File: config.mk
export PLATFORM = sky130hd
export DESIGN_NAME = uart_rx
export DESIGN_NICKNAME = d
export VERILOG_FILES = /design/src/rtl/uart_pkg.sv /design/src/rtl/uart_sync2.sv /design/src/rtl/uart_rx.sv
export SDC_FILE = /design/constraint.sdc
export NUM_CORES = 1
export LEC_CHECK = 0
export CAP_MARGIN = 5
export CORE_MARGIN = 4
export CORE_UTILIZATION = 40
export DETAILED_ROUTE_END_ITERATION = 12
export SKIP_CTS_REPAIR_TIMING = 1
export SLEW_MARGIN = 20
export SYNTH_ARGS = -nofsm -noshare
export SYNTH_HDL_FRONTEND = slang
export SYNTH_SLANG_ARGS = --single-unit
File: constraint.sdc
create_clock -name clk -period 2.45 [get_ports clk]
set_clock_uncertainty 0.2 [all_clocks]
set_input_delay 0.3675 -clock clk [delete_from_list [all_inputs] [get_ports clk]]
set_output_delay 0.3675 -clock clk [all_outputs]
set_load 0.1 [all_outputs]
File: src/rtl/uart_pkg.sv
// Shared UART definitions: FSM state encodings, frame width and default bit period.
// Imported by both the transmitter and the receiver.
package uart_pkg;

  typedef enum logic [1:0] {
    StIdle  = 2'b00,
    StStart = 2'b01,
    StData  = 2'b10,
    StStop  = 2'b11
  } uart_state_e;

  localparam int unsigned DATA_BITS            = 8;
  localparam int unsigned DEFAULT_CLKS_PER_BIT = 501;

endpackage

File: src/rtl/uart_sync2.sv
// Two-flop synchroniser for an asynchronous single-bit input.
// The reset value is a parameter so idle-high lines do not glitch out of reset.
module uart_sync2
  import uart_pkg::*;
#(
  parameter logic RESET_VAL = 1'b1
) (
  input  logic clk,
  input  logic reset,
  input  logic d,
  output logic q
);

  logic s1_q, s2_q;

  always_ff @(posedge clk or posedge reset) begin
    if (reset) begin
      s1_q <= RESET_VAL;
      s2_q <= RESET_VAL;
    end else begin
      s1_q <= d;
      s2_q <= s1_q;
    end
  end

  assign q = s2_q;

endmodule

File: src/rtl/uart_rx.sv
// 8N1 UART receiver: synchronises rxd, validates the start bit at mid-bit, samples data
// bits at their centres and checks the stop bit, strobing rx_done or framing_err.
module uart_rx
  import uart_pkg::*;
#(
  parameter int unsigned CLKS_PER_BIT = DEFAULT_CLKS_PER_BIT,
  parameter int unsigned HALF_BIT     = CLKS_PER_BIT / 2
) (
  input  logic       clk,
  input  logic       reset,
  input  logic       rxd,
  output logic [7:0] data_out,
  output logic       rx_done,
  output logic       framing_err,
  output logic       rx_busy
);

  localparam int unsigned CNT_W = $clog2(CLKS_PER_BIT);
  localparam logic [CNT_W-1:0] CNT_LAST = CNT_W'(CLKS_PER_BIT - 1);
  localparam logic [CNT_W-1:0] CNT_HALF = CNT_W'(HALF_BIT - 1);

  logic s2;
  logic prev_q;

  uart_state_e          state_q, state_d;
  logic [CNT_W-1:0]     cnt_q, cnt_d;
  logic [2:0]           bitn_q, bitn_d;
  logic [DATA_BITS-1:0] shift_q, shift_d;
  logic [DATA_BITS-1:0] data_q, data_d;
  logic                 done_q, done_d;
  logic                 ferr_q, ferr_d;

  uart_sync2 #(
    .RESET_VAL (1'b1)
  ) u_sync (
    .clk   (clk),
    .reset (reset),
    .d     (rxd),
    .q     (s2)
  );

  always_ff @(posedge clk or posedge reset) begin
    if (reset) begin
      prev_q  <= 1'b1;
      state_q <= StIdle;
      cnt_q   <= '0;
      bitn_q  <= '0;
      shift_q <= '0;
      data_q  <= '0;
      done_q  <= 1'b0;
      ferr_q  <= 1'b0;
    end else begin
      prev_q  <= s2;
      state_q <= state_d;
      cnt_q   <= cnt_d;
      bitn_q  <= bitn_d;
      shift_q <= shift_d;
      data_q  <= data_d;
      done_q  <= done_d;
      ferr_q  <= ferr_d;
    end
  end

  always_comb begin
    state_d = state_q;
    cnt_d   = cnt_q;
    bitn_d  = bitn_q;
    shift_d = shift_q;
    data_d  = data_q;
    done_d  = 1'b0;
    ferr_d  = 1'b0;

    case (state_q)
      StIdle: begin
        // Edge-triggered so a held-low (break) line never restarts a frame.
        if (!s2 && prev_q) begin
          state_d = StStart;
          cnt_d   = '0;
          shift_d = '0;
        end
      end
      StStart: begin
        if (cnt_q == CNT_HALF) begin
          cnt_d  = '0;
          bitn_d = '0;
          state_d = s2 ? StIdle : StData;
        end else begin
          cnt_d = cnt_q + 1'b1;
        end
      end
      StData: begin
        if (cnt_q == CNT_LAST) begin
          cnt_d   = '0;
          shift_d = {s2, shift_q[DATA_BITS-1:1]};
          if (bitn_q == 3'd7) begin
            state_d = StStop;
          end else begin
            bitn_d = bitn_q + 1'b1;
          end
        end else begin
          cnt_d = cnt_q + 1'b1;
        end
      end
      StStop: begin
        // Leaving at mid-stop-bit lets the next start edge be caught with no dead time.
        if (cnt_q == CNT_LAST) begin
          cnt_d   = '0;
          state_d = StIdle;
          if (s2) begin
            data_d = shift_q;
            done_d = 1'b1;
          end else begin
            ferr_d = 1'b1;
          end
        end else begin
          cnt_d = cnt_q + 1'b1;
        end
      end
      default: begin
        state_d = StIdle;
        cnt_d   = '0;
      end
    endcase
  end

  assign data_out    = data_q;
  assign rx_done     = done_q;
  assign framing_err = ferr_q;
  assign rx_busy     = (state_q != StIdle);

endmodule
# After elaboration in Yosys (flattened, before gate mapping)
# Cells that the tools add are included.
# W data, S select, Z words.
dict set report op_classes {
  addsub 2
  n_eq_ne 12
  n_mux 24
  n_reduce_logical 11
}
# cell count
set op_table {}
lappend op_table {{$mux W9} 3}
lappend op_table {{$pmux W9 S3} 1}
lappend op_table {{$mux W8} 2}
lappend op_table {{$pmux W8 S2} 1}
lappend op_table {{$mux W2} 6}
lappend op_table {{$ne A2 B2 Y1 const B} 6}
lappend op_table {{$add A9 B1 Y9 const B} 1}
lappend op_table {{$eq A9 B8 Y1 const B} 1}
lappend op_table {{$eq A9 B9 Y1 const B} 1}
lappend op_table {{$mux W3} 3}
lappend op_table {{$pmux W2 S4} 1}
lappend op_table {{$mux W1} 6}
lappend op_table {{$pmux W3 S2} 1}
lappend op_table {{$reduce_and A3 Y1} 2}
lappend op_table {{$reduce_bool A2 Y1} 3}
lappend op_table {{$reduce_and A5 Y1} 1}
lappend op_table {{$eq A2 B2 Y1 const B} 2}
lappend op_table {{$reduce_and A4 Y1} 1}
lappend op_table {{$add A3 B1 Y3 const B} 1}
lappend op_table {{$eq A3 B3 Y1 const B} 1}
lappend op_table {{$eq A2 B1 Y1 const B} 1}
lappend op_table {{$logic_not A2 Y1} 1}
lappend op_table {{$reduce_or A2 Y1} 1}
lappend op_table {{$logic_and A1 B1 Y1} 1}
lappend op_table {{$logic_not A1 Y1} 1}
dict set report totals {
  register_bits 35
  input_bits 3
  output_inout_bits 11
  word_cells 59
}

# Longest topological paths before layout
# Gate-level depths: netlist (run 1).
dict set report depth {
  word_depth 4
  ltp_mapped 8
  depth_no_buf 6
}

# Hierarchy
# From an unflattened synthesis (run 1), not the netlist that was laid out.
dict set report unflattened {
  cells_unflattened 161
  hier_area_um2 1695.4
}
# mod n_inst cells_each area_each_um2 seq_area_each_um2
set by_module_without_submodules {}
lappend by_module_without_submodules {uart_rx 1 158 1639.1 827.0}
lappend by_module_without_submodules {uart_sync2 1 3 56.3 52.6}

# Worst setup path before layout (run 1)
# No wires, ideal clock.
dict set report synth_timing {
  path_type {reg-to-reg}
  startpoint {register with a tool-made name}
  endpoint {register cnt_q[2]}
  setup_time_ns 0.087
  t_arrival_ns 1.679
  required_time_ns 2.163
  slack_ns 0.484
  stages_incl_launch_ff 7
  path_buffers 2
  synth_period_minus_slack_ns 1.966
  path_cell_list {dfrtp_1 clkbuf_8 or2_2 a21oi_1 clkbuf_1 nor2_1 a22oi_1}
}
# element line_no
set synth_rtl {}
lappend synth_rtl {{end signal, assigned} uart_rx.sv:55} ;# cnt_q <= cnt_d;
lappend synth_rtl {{end, declared} uart_rx.sv:26} ;# logic [CNT_W-1:0] cnt_q, cnt_d;

# Worst setup path after layout (run 1)
dict set report layout_timing {
  startpoint {register cnt_q[0]}
  endpoint {register shift_q[6]}
}
dict set report layout_via {
  elab_chain_len 3
}
# element line_no
set layout_rtl {}
lappend layout_rtl {{$eq A9 B9 Y1} uart_rx.sv:92} ;# if (cnt_q == CNT_LAST) begin
lappend layout_rtl {{$ne A2 B2 Y1 (no line)} -}
lappend layout_rtl {{$reduce_and A3 Y1 (no line)} -}
lappend layout_rtl {{end signal, assigned} uart_rx.sv:57} ;# shift_q <= shift_d;
lappend layout_rtl {{end, declared} uart_rx.sv:28} ;# logic [DATA_BITS-1:0] shift_q, shift_d;
# No other way between the ends.
# A chain may end at the register's enable or synchronous reset.

==> results.py, run 1 <==
metrics = {
    "status": {
        "outcome": "finished, final reports clean",
    },
    "logic_synthesis": {
        "synthesis.area_mm2": 0.00172,
        "synthArstFlopShare": 1.00,
        "synth_common_cells": "dfrtp_1, nand2_1, inv_1, o21ai_0",
        "syn_area_per_cell_um2": 10.3,
        "synth.distinct_cells": 39,
        "synth_warnings": 0,
        "synth_edf_count": 0,
        "synth_ff_type": "dfrtp_1",
        "yosysTopAreaCellShare": 0.466,
        "syn_nets": 175,
        "yosysMostFrequentCell": "dfrtp_1",
        "synth_area_leaders": "dfrtp_1, nand2_1, mux2_2",
        "synth-seq-cells": 35,
        "synth_top_cell_by_area": "dfrtp_1",
        "synthCells": 167,
        "yosysSeqAreaShare": 0.512,
    },
    "global_route": {
        "grt_pass1_vias": 1142,
        "grt_use_total": 0.129,
        "grt_pass1_wl_um": 5220,
        "antenna_found_initial": 0,
        "globalRouteOverflowTotal": 0,
        "grt_max_degree": 36,
    },
    "worst_setup_path": {
        "worstPathMaxFanout": 9,
        "regToRegSetupSlack_ns": 0.28,
        "r2r-start": "cnt_q[0]",
        "reg2reg_to": "shift_q[6]",
        "critPathKind": "reg -> reg",
        "cp_slowest_stage_delay_ns": 0.44,
        "worstPathArrival_ns": 2.18,
        "worstSetupStartpointType": "flop",
        "cpMaxStageDelayCell": "dfrtp_1",
        "endpoint_kind": "flop",
        "crit_path_cell_trace": "inv_1, ha_1, and4b_1, a21oi_4, or3_1, mux2i_1",
        "crit_required_ns": 2.46,
        "worstRegToRegCells": 6,
    },
    "sta": {
        "finalHoldViolCount": 0,
        "post-route-min-period_ns": 2.17,
        "fin_crit_sh": 0.885,
        "grt_setup_unrepaired": "no",
        "slew_headroom": 0.678,
        "fin_tns_setup_ns": 0,
        "slew_viol_final": 0,
        "clock.fmax_ghz": 0.461,
        "setup_viol": 0,
        "tightest_slew_ns": 0.483,
    },
    "pwr": {
        "power.density_mw_per_mm2": 718,
        "p_leak_nw": 0.956,
        "max-vdd-ir-drop_mv": 0.309,
    },
    "clock_network": {
        "path_clk_slew_ns": 0.07,
        "clock-sinks": 35,
        "clk_path_buf_depth": 2,
        "numCtsBuffers": 5,
        "cts_tree": "done",
        "insertion_delay_ns": 0.29,
        "clock-root-buffer": "clkbuf_8",
        "htreeDepth": 2,
    },
    "place": {
        "globalplace.congestion": 0.797,
        "port_buffers": 13,
        "place_inst": 228,
        "place_area_mm2": 0.00186,
        "dp_hpwl_um": 2170,
    },
    "run": {
        "max-cap-violations": 0,
    },
    "die": {
        "num_io_pins": 14,
        "core.rowCount": 23,
        "start_util": 0.421,
        "die_x_um": 73.6,
        "coreArea_mm2": 0.00409,
        "die_h_um": 73.6,
        "dieArea_mm2": 0.00541,
    },
    "cells_and_area": {
        "layout-drive-gt1-share": 0.226,
        "layout.nets": 193,
        "final_area_mm2": 0.00196,
        "antenna_cells": 0,
        "area_growth_pct": 13.8,
        "fin_cells": 236,
    },
    "worst_hold_path": {
        "hold_end": "u_sync.q",
        "worstHoldPathType": "reg -> reg",
        "hold_depth": 0,
        "holdCritStartpoint": "u_sync.s1_q",
    },
    "route": {
        "drt_wl_total_um": 3030,
        "via_count": 1215,
        "drt_iter0_markers": 72,
        "final_antenna_net_count": 0,
        "avgViaCountPerCell": 5.15,
        "dr.pass1.iters": 4,
        "remaining_drc_errors": 0,
        "drt-wirelength-per-cell_um": 12.8,
    },
}
==> routing by layer <==
metal | GRT usage | routed length, um | up-vias | part of all wire
met3 | 0.0451 | 112 | 6 | 0.037
met2 | 0.189 | 1390 | 16 | 0.46
met1 | 0.171 | 1470 | 592 | 0.49
met5 | 0 | 0 | - | 0
li1 | - | - | 601 | -
met4 | 0.0543 | 52 | 0 | 0.017
==> power breakdown <==
part | total [mW] | switching (mW) | internal, mW
Combinational | 0.268 | 0.159 | 0.110
Sequential | 0.706 | 0.0710 | 0.635
Clock | 0.431 | 0.228 | 0.203
==> area by class of cell <==
type / count / area, um2
fillers: 384 / 2130
flip-flops and latches: 35 / 880
multi-input cells: 107 / 713
repair buffers: 18 / 140
clock buffers: 5 / 68.8
inverters: 18 / 67.6
well taps: 50 / 62.6
clock inverters: 3 / 23.8
==> cell families after synthesis <==
logic type / after synthesis / synth area share
flops: 35 / 0.512
mux: 16 / 0.0990
compound gates: 26 / 0.0961
fa+ha+maj: 5 / 0.0364
xor+xnor: 2 / 0.0102
buf+inv: 25 / 0.0735
simple gates: 58 / 0.173
==> how the worst max path moves through the flow <==
stage / from / to / slack, ns
6_report: cnt_q[0] / shift_q[6] / 0.28
3_5_place_dp: cnt_q[0] / shift_q[6] / 0.25
4_1_cts: cnt_q[0] / shift_q[1] / 0.25
3_3_place_gp: cnt_q[0] / shift_q[5] / 0.37
2_1_floorplan: flop / cnt_q[2] / 0.48
5_1_grt: cnt_q[0] / shift_q[1] / 0.11
==> flip-flops by register name, summed over array words and instances (netlist names), named ones only <==
register     flops
prev_q           1
u_sync.s1_q      1
shift_q          8
framing_err      1
u_sync.q         1
state_q          1
data_out         8
cnt_q            9
rx_done          1
bitn_q           3
==> metrics by stage <==
step                      power, mW  setup slack, ns   util  hold WS [ns]
after floorplan               0.912            0.484      -         0.145
after global placement        0.974            0.368  0.456         0.147
after detailed placement      0.987            0.247  0.456         0.148
after CTS                      1.42            0.249  0.479         0.160
after global routing           1.50            0.106  0.479         0.168
final                          1.41            0.281  0.479         0.159
==> cell usage in the layout (no fill, tap or decap), types with 2 or more instances in the layout <==
master / count
clkbuf_8: 5
dfstp_2: 3
nor2_1: 6
and3_2: 2
ha_1: 5
xnor2_1: 2
clkdlybuf4s50_1: 2
nand2_1: 26
clkinvlp_4: 2
mux2i_1: 8
o21a_1: 2
dfrtp_1: 32
nor3_1: 3
o21ai_0: 10
and2_1: 2
nand3_1: 6
mux2_2: 8
inv_1: 18
buf_4: 16
a21oi_1: 4
o22ai_1: 4
==> worst max-delay path, delay by kind of cell, from the launching register on <==
family	cells	cell delay (ns)
buffers and inverters	1	0.07
AND/OR/NAND/NOR	2	0.67
adder cells (fa/ha/maj)	1	0.20
flip-flops	1	0.44
multiplexers	1	0.25
AO/OA/AOI/OAI	1	0.26
(Power assumes the default switching activity.)
==> inputs of run 2 (changes only) <==
--- a/config.mk
+++ b/config.mk
@@ -9,6 +9,7 @@
 export CORE_MARGIN = 4
 export CORE_UTILIZATION = 40
 export DETAILED_ROUTE_END_ITERATION = 12
+export MAX_ROUTING_LAYER = met4
 export SKIP_CTS_REPAIR_TIMING = 1
 export SLEW_MARGIN = 20
 export SYNTH_ARGS = -nofsm -noshare
==> results.py, run 2 (synthesized netlist as in run 1, its figures left out) <==
metrics = {
    "cells_and_area": {
        "final_cell_mix": "dfrtp_1, nand2_1, inv_1",
        "layout-drive-gt1-share": 0.226,
        "final_common_cell": "dfrtp_1",
        "top_register": "cnt_q",
        "fin_cells": 236,
        "antenna_cells": 0,
        "area_growth_pct": 13.8,
        "multi_input_area_um2": 713,
        "regArea_um2": 880,
        "final_area_mm2": 0.00196,
        "layout.nets": 193,
        "largest_reg_flops": 9,
        "nFillCells": 384,
    },
    "clock_network": {
        "clk_path_buf_depth": 2,
        "cts_tree": "done",
        "path_clk_slew_ns": 0.07,
        "insertion_delay_ns": 0.29,
        "htreeDepth": 2,
        "clock-root-buffer": "clkbuf_8",
        "clock-sinks": 35,
        "numCtsBuffers": 5,
    },
    "sta": {
        "finalHoldViolCount": 0,
        "slew_headroom": 0.679,
        "fin_crit_sh": 0.885,
        "slew_viol_final": 0,
        "grt_setup_unrepaired": "no",
        "fin_tns_setup_ns": 0,
        "clock.fmax_ghz": 0.461,
        "post-route-min-period_ns": 2.17,
        "setup_viol": 0,
        "hold_ws_ns": 0.159,
        "postLayoutSetupSlackWorst_ns": 0.283,
        "tightest_slew_ns": 0.482,
    },
    "route": {
        "final_antenna_net_count": 0,
        "drt_wl_total_um": 3020,
        "avgViaCountPerCell": 5.18,
        "via_count": 1223,
        "drt_iter0_markers": 90,
        "drt-wirelength-per-cell_um": 12.8,
        "dr.pass1.iters": 4,
        "remaining_drc_errors": 0,
    },
    "worst_setup_path": {
        "worstRegToRegCells": 6,
        "cpMaxStageDelayCell": "dfrtp_1",
        "worstSetupStartpointType": "flop",
        "worstPathArrival_ns": 2.18,
        "regToRegSetupSlack_ns": 0.28,
        "worstPathMaxFanout": 9,
        "crit_required_ns": 2.46,
        "reg2reg_to": "shift_q[6]",
        "path_delay_family": "simple AND/OR/NAND/NOR gates",
        "endpoint_kind": "flop",
        "r2r-start": "cnt_q[0]",
        "critPathBufInv": 1,
        "crit_path_cell_trace": "inv_1, ha_1, and4b_1, a21oi_4, or3_1, mux2i_1",
        "critPathKind": "reg -> reg",
        "cp_slowest_stage_delay_ns": 0.44,
    },
    "worst_hold_path": {
        "hold_end": "u_sync.q",
        "hold_depth": 0,
        "holdCritStartpoint": "u_sync.s1_q",
        "worstHoldPathType": "reg -> reg",
    },
    "place": {
        "port_buffers": 13,
        "globalplace.congestion": 0.808,
        "place_area_mm2": 0.00186,
        "dp_hpwl_um": 2170,
        "post-place-ws_ns": 0.247,
        "place_inst": 228,
    },
    "pwr": {
        "p_leak_nw": 0.956,
        "power.density_mw_per_mm2": 718,
        "max-vdd-ir-drop_mv": 0.309,
    },
    "status": {
        "outcome": "finished, final reports clean",
    },
    "run": {
        "max-cap-violations": 0,
    },
    "global_route": {
        "antenna_found_initial": 0,
        "grt_max_degree": 36,
        "globalRouteOverflowTotal": 0,
        "grt_pass1_wl_um": 5240,
        "grt_use_total": 0.133,
        "grt_pass1_vias": 1140,
    },
    "die": {
        "coreArea_mm2": 0.00409,
        "start_util": 0.421,
        "num_io_pins": 14,
        "core.rowCount": 23,
        "die_h_um": 73.6,
        "die_x_um": 73.6,
        "dieArea_mm2": 0.00541,
    },
}
## run 2: cell counts in the layout (fill, tap and decap cells not counted)
Identical to the previous run, type by type.
## run 2: power breakdown
| group | leakage (nW) | internal (mW) | switching, mW | total, mW |
|---|---|---|---|---|
| Clock | 0.0408 | 0.203 | 0.228 | 0.431 |
| Sequential | 0.465 | 0.635 | 0.0711 | 0.706 |
| Combinational | 0.451 | 0.110 | 0.159 | 0.268 |
| Total | 0.956 | 0.948 | 0.457 | 1.41 |
## run 2: worst max path at each step
stage                 endpoint  slack [ns]  depth (start not counted)      from
floorplan             cnt_q[2]        0.48                          6      flop
global placement    shift_q[5]        0.37                          6  cnt_q[0]
detailed placement  shift_q[6]        0.25                          6  cnt_q[0]
CTS                 shift_q[1]        0.25                          6  cnt_q[0]
global route        shift_q[1]        0.11                          6  cnt_q[0]
finish              shift_q[6]        0.28                          6  cnt_q[0]
## run 2: metal layers
metal / track usage / part of all wire / wire [um]
met5: - / 0 / 0
met4: 0.0543 / 0.017 / 52
met3: 0.0451 / 0.038 / 115
met2: 0.189 / 0.46 / 1400
met1: 0.172 / 0.48 / 1450
## run 2: cell type report
cell class / count / area share
Tap cell: 50 / 0.0320
Inverter: 18 / 0.0345
Sequential cell: 35 / 0.450
Multi-Input combinational cell: 107 / 0.365
Timing Repair Buffer: 18 / 0.0717
Clock inverter: 3 / 0.0122
Clock buffer: 5 / 0.0352
## run 2: stage by stage
| step | util | power, mW |
|---|---|---|
| 2_1_floorplan | - | 0.912 |
| 3_5_place_dp | 0.456 | 0.987 |
| 3_3_place_gp | 0.456 | 0.974 |
| 6_report | 0.479 | 1.41 |
| 5_1_grt | 0.479 | 1.50 |
| 4_1_cts | 0.479 | 1.42 |
## run 2: worst register-to-register path, cell delays in order (launching register included)
cell and delay [ns]:
dfrtp_1 0.44, inv_1 0.07, ha_1 0.20, and4b_1 0.24
a21oi_4 0.25, or3_1 0.43, mux2i_1 0.25
==> inputs of run 3 (changes only) <==
--- a/config.mk
+++ b/config.mk
@@ -5,6 +5,7 @@
 export SDC_FILE = /design/constraint.sdc
 export NUM_CORES = 1
 export LEC_CHECK = 0
+export ABC_AREA = 1
 export CAP_MARGIN = 5
 export CORE_MARGIN = 4
 export CORE_UTILIZATION = 40
==> results.py, run 3 <==
metrics = {
    "pwr": {
        "pwr-share-seq": 0.422,
        "power.density_mw_per_mm2": 876,
        "p_leak_nw": 1.01,
        "combPwrFrac": 0.348,
        "max-vdd-ir-drop_mv": 0.336,
        "power.switching_mw": 0.695,
        "p_sw_frac": 0.407,
        "p_int_mw": 1.01,
        "pwr-share-clk": 0.229,
    },
    "global_route": {
        "grt_pass1_wl_um": 6000,
        "globalRouteOverflowTotal": 0,
        "antenna_found_initial": 0,
        "grt_use_total": 0.151,
        "grt_pass1_vias": 1378,
        "grt_max_degree": 36,
    },
    "worst_setup_path": {
        "crit_path_cell_trace": "nor2_2, inv_1, buf_4",
        "cp_slowest_stage_delay_ns": 0.47,
        "worstSetupStartpointType": "flop",
        "worstPathArrival_ns": 1.33,
        "crit_required_ns": 1.88,
        "endpoint_kind": "primary output",
        "cpMaxStageDelayCell": "dfrtp_1",
        "critPathKind": "reg -> out",
        "worstPathMaxFanout": 7,
    },
    "sta": {
        "slew_viol_final": 0,
        "hold_ws_ns": 0.156,
        "grt_setup_unrepaired": "no",
        "clock.fmax_ghz": 0.527,
        "fin_crit_sh": 0.774,
        "post-route-min-period_ns": 1.90,
        "slew_headroom": 0.710,
        "fin_tns_setup_ns": 0,
        "finalHoldViolCount": 0,
        "tightest_slew_ns": 0.435,
        "setup_viol": 0,
    },
    "status": {
        "outcome": "finished, final reports clean",
    },
    "cells_and_area": {
        "final_common_cell": "nand2_1",
        "area_growth_pct": 14.4,
        "top_register": "cnt_q",
        "fin_cells": 264,
        "final_cell_mix": "nand2_1, dfrtp_1, inv_1",
        "fin_util": 0.481,
        "layout.nets": 221,
        "antenna_cells": 0,
        "layout-drive-gt1-share": 0.201,
        "largest_reg_flops": 9,
    },
    "logic_synthesis": {
        "synth_top_cell_by_area": "dfrtp_1",
        "synthCells": 193,
        "synth_warnings": 0,
        "synth-seq-cells": 35,
        "synth_edf_count": 0,
        "yosysMostFrequentCell": "nand2_1",
        "yosysTopAreaCellShare": 0.469,
        "synth_ff_type": "dfrtp_1",
        "synthArstFlopShare": 1.00,
        "synth.distinct_cells": 28,
        "synth_area_leaders": "dfrtp_1, nand2_1, dfstp_2",
        "syn_nets": 201,
        "yosysSeqAreaShare": 0.515,
        "syn_area_per_cell_um2": 8.84,
        "synth_common_cells": "nand2_1, dfrtp_1, inv_1, nand3_1, o21ai_2",
        "synthesis.area_mm2": 0.00171,
    },
    "die": {
        "die_h_um": 73.3,
        "die_x_um": 73.3,
        "dieArea_mm2": 0.00538,
        "core.rowCount": 23,
        "num_io_pins": 14,
        "coreArea_mm2": 0.00406,
        "start_util": 0.421,
    },
    "clock_network": {
        "clk_path_buf_depth": 2,
        "path_clk_slew_ns": 0.07,
        "clock-root-buffer": "clkbuf_8",
        "htreeDepth": 2,
        "clock-sinks": 35,
        "cts_tree": "done",
        "insertion_delay_ns": 0.28,
        "numCtsBuffers": 5,
    },
    "place": {
        "globalplace.congestion": 0.915,
        "place_inst": 256,
        "port_buffers": 13,
        "dp_hpwl_um": 2360,
    },
    "route": {
        "via_count": 1292,
        "remaining_drc_errors": 0,
        "final_antenna_net_count": 0,
        "avgViaCountPerCell": 4.89,
        "drt_iter0_markers": 76,
        "drt_wl_total_um": 3210,
        "dr.pass1.iters": 5,
        "drt-wirelength-per-cell_um": 12.2,
    },
    "worst_hold_path": {
        "worstHoldPathType": "reg -> reg",
    },
    "run": {
        "max-cap-violations": 0,
    },
}
run 3: critical path, delay by kind of cell (launching register included):
family                 cells  cell delay [ns]
buffers and inverters      2             0.33
flip-flops                 1             0.47
AND/OR/NAND/NOR            1             0.24
run 3: cell families after synthesis:
| family | share of synthesized area |
|---|---|
| AOI/OAI and AO/OA | 0.0931 |
| xor gates and xnor gates | 0.0103 |
| adders and majority gates | 0.0367 |
| buffers and inverters | 0.0542 |
| DFF | 0.515 |
| and+or+nand+nor | 0.290 |
run 3: layout make-up:
class	instances	area [um2]
timing repair buffer	15	118
sequential	35	880
tap	50	62.6
inverter	20	76.3
clock inverter	1	5.00
clock buffer	7	76.3
fill	392	2110
multi-input combinational	136	734
run 3: power groups by stage:
stage	clock network, mW	registers (mW)	logic (mW)
floorplan	0	0.714	0.501
global placement	0	0.726	0.588
detailed placement	0	0.731	0.605
CTS	0.411	0.722	0.603
global route	0.442	0.733	0.676
finish	0.392	0.722	0.595
run 3: per-stage QoR:
stage,instance area [um2],worst slack (ns),total power [mW]
2_1_floorplan,1710,0.722,1.22
3_3_place_gp,1870,0.696,1.31
3_5_place_dp,1870,0.659,1.34
4_1_cts,1950,0.530,1.74
5_1_grt,1950,0.436,1.85
6_report,1950,0.553,1.71
run 3: metal layers:
layer | up-vias | wire, um | GRT usage
li1 | 647 | - | -
met1 | 615 | 1510 | 0.185
met2 | 22 | 1500 | 0.232
met3 | 8 | 120 | 0.0451
met4 | 0 | 80 | 0.0624
met5 | - | 0 | -
run 3: path summary, 6_finish.rpt:
check | from | endpoint | slack, ns | cells after the start
worst min-delay path | u_sync.s1_q | u_sync.q | 0.16 | 0
worst min register to register | u_sync.s1_q | u_sync.q | 0.16 | 0
max in group asynchronous | reset | u_sync.s1_q | 1.42 | 3
min in group asynchronous | reset | rx_done | 0.29 | 3
worst max-delay path | flop | rx_busy | 0.55 | 3
worst max register to register | cnt_q[0] | cnt_q[8] | 0.66 | 9
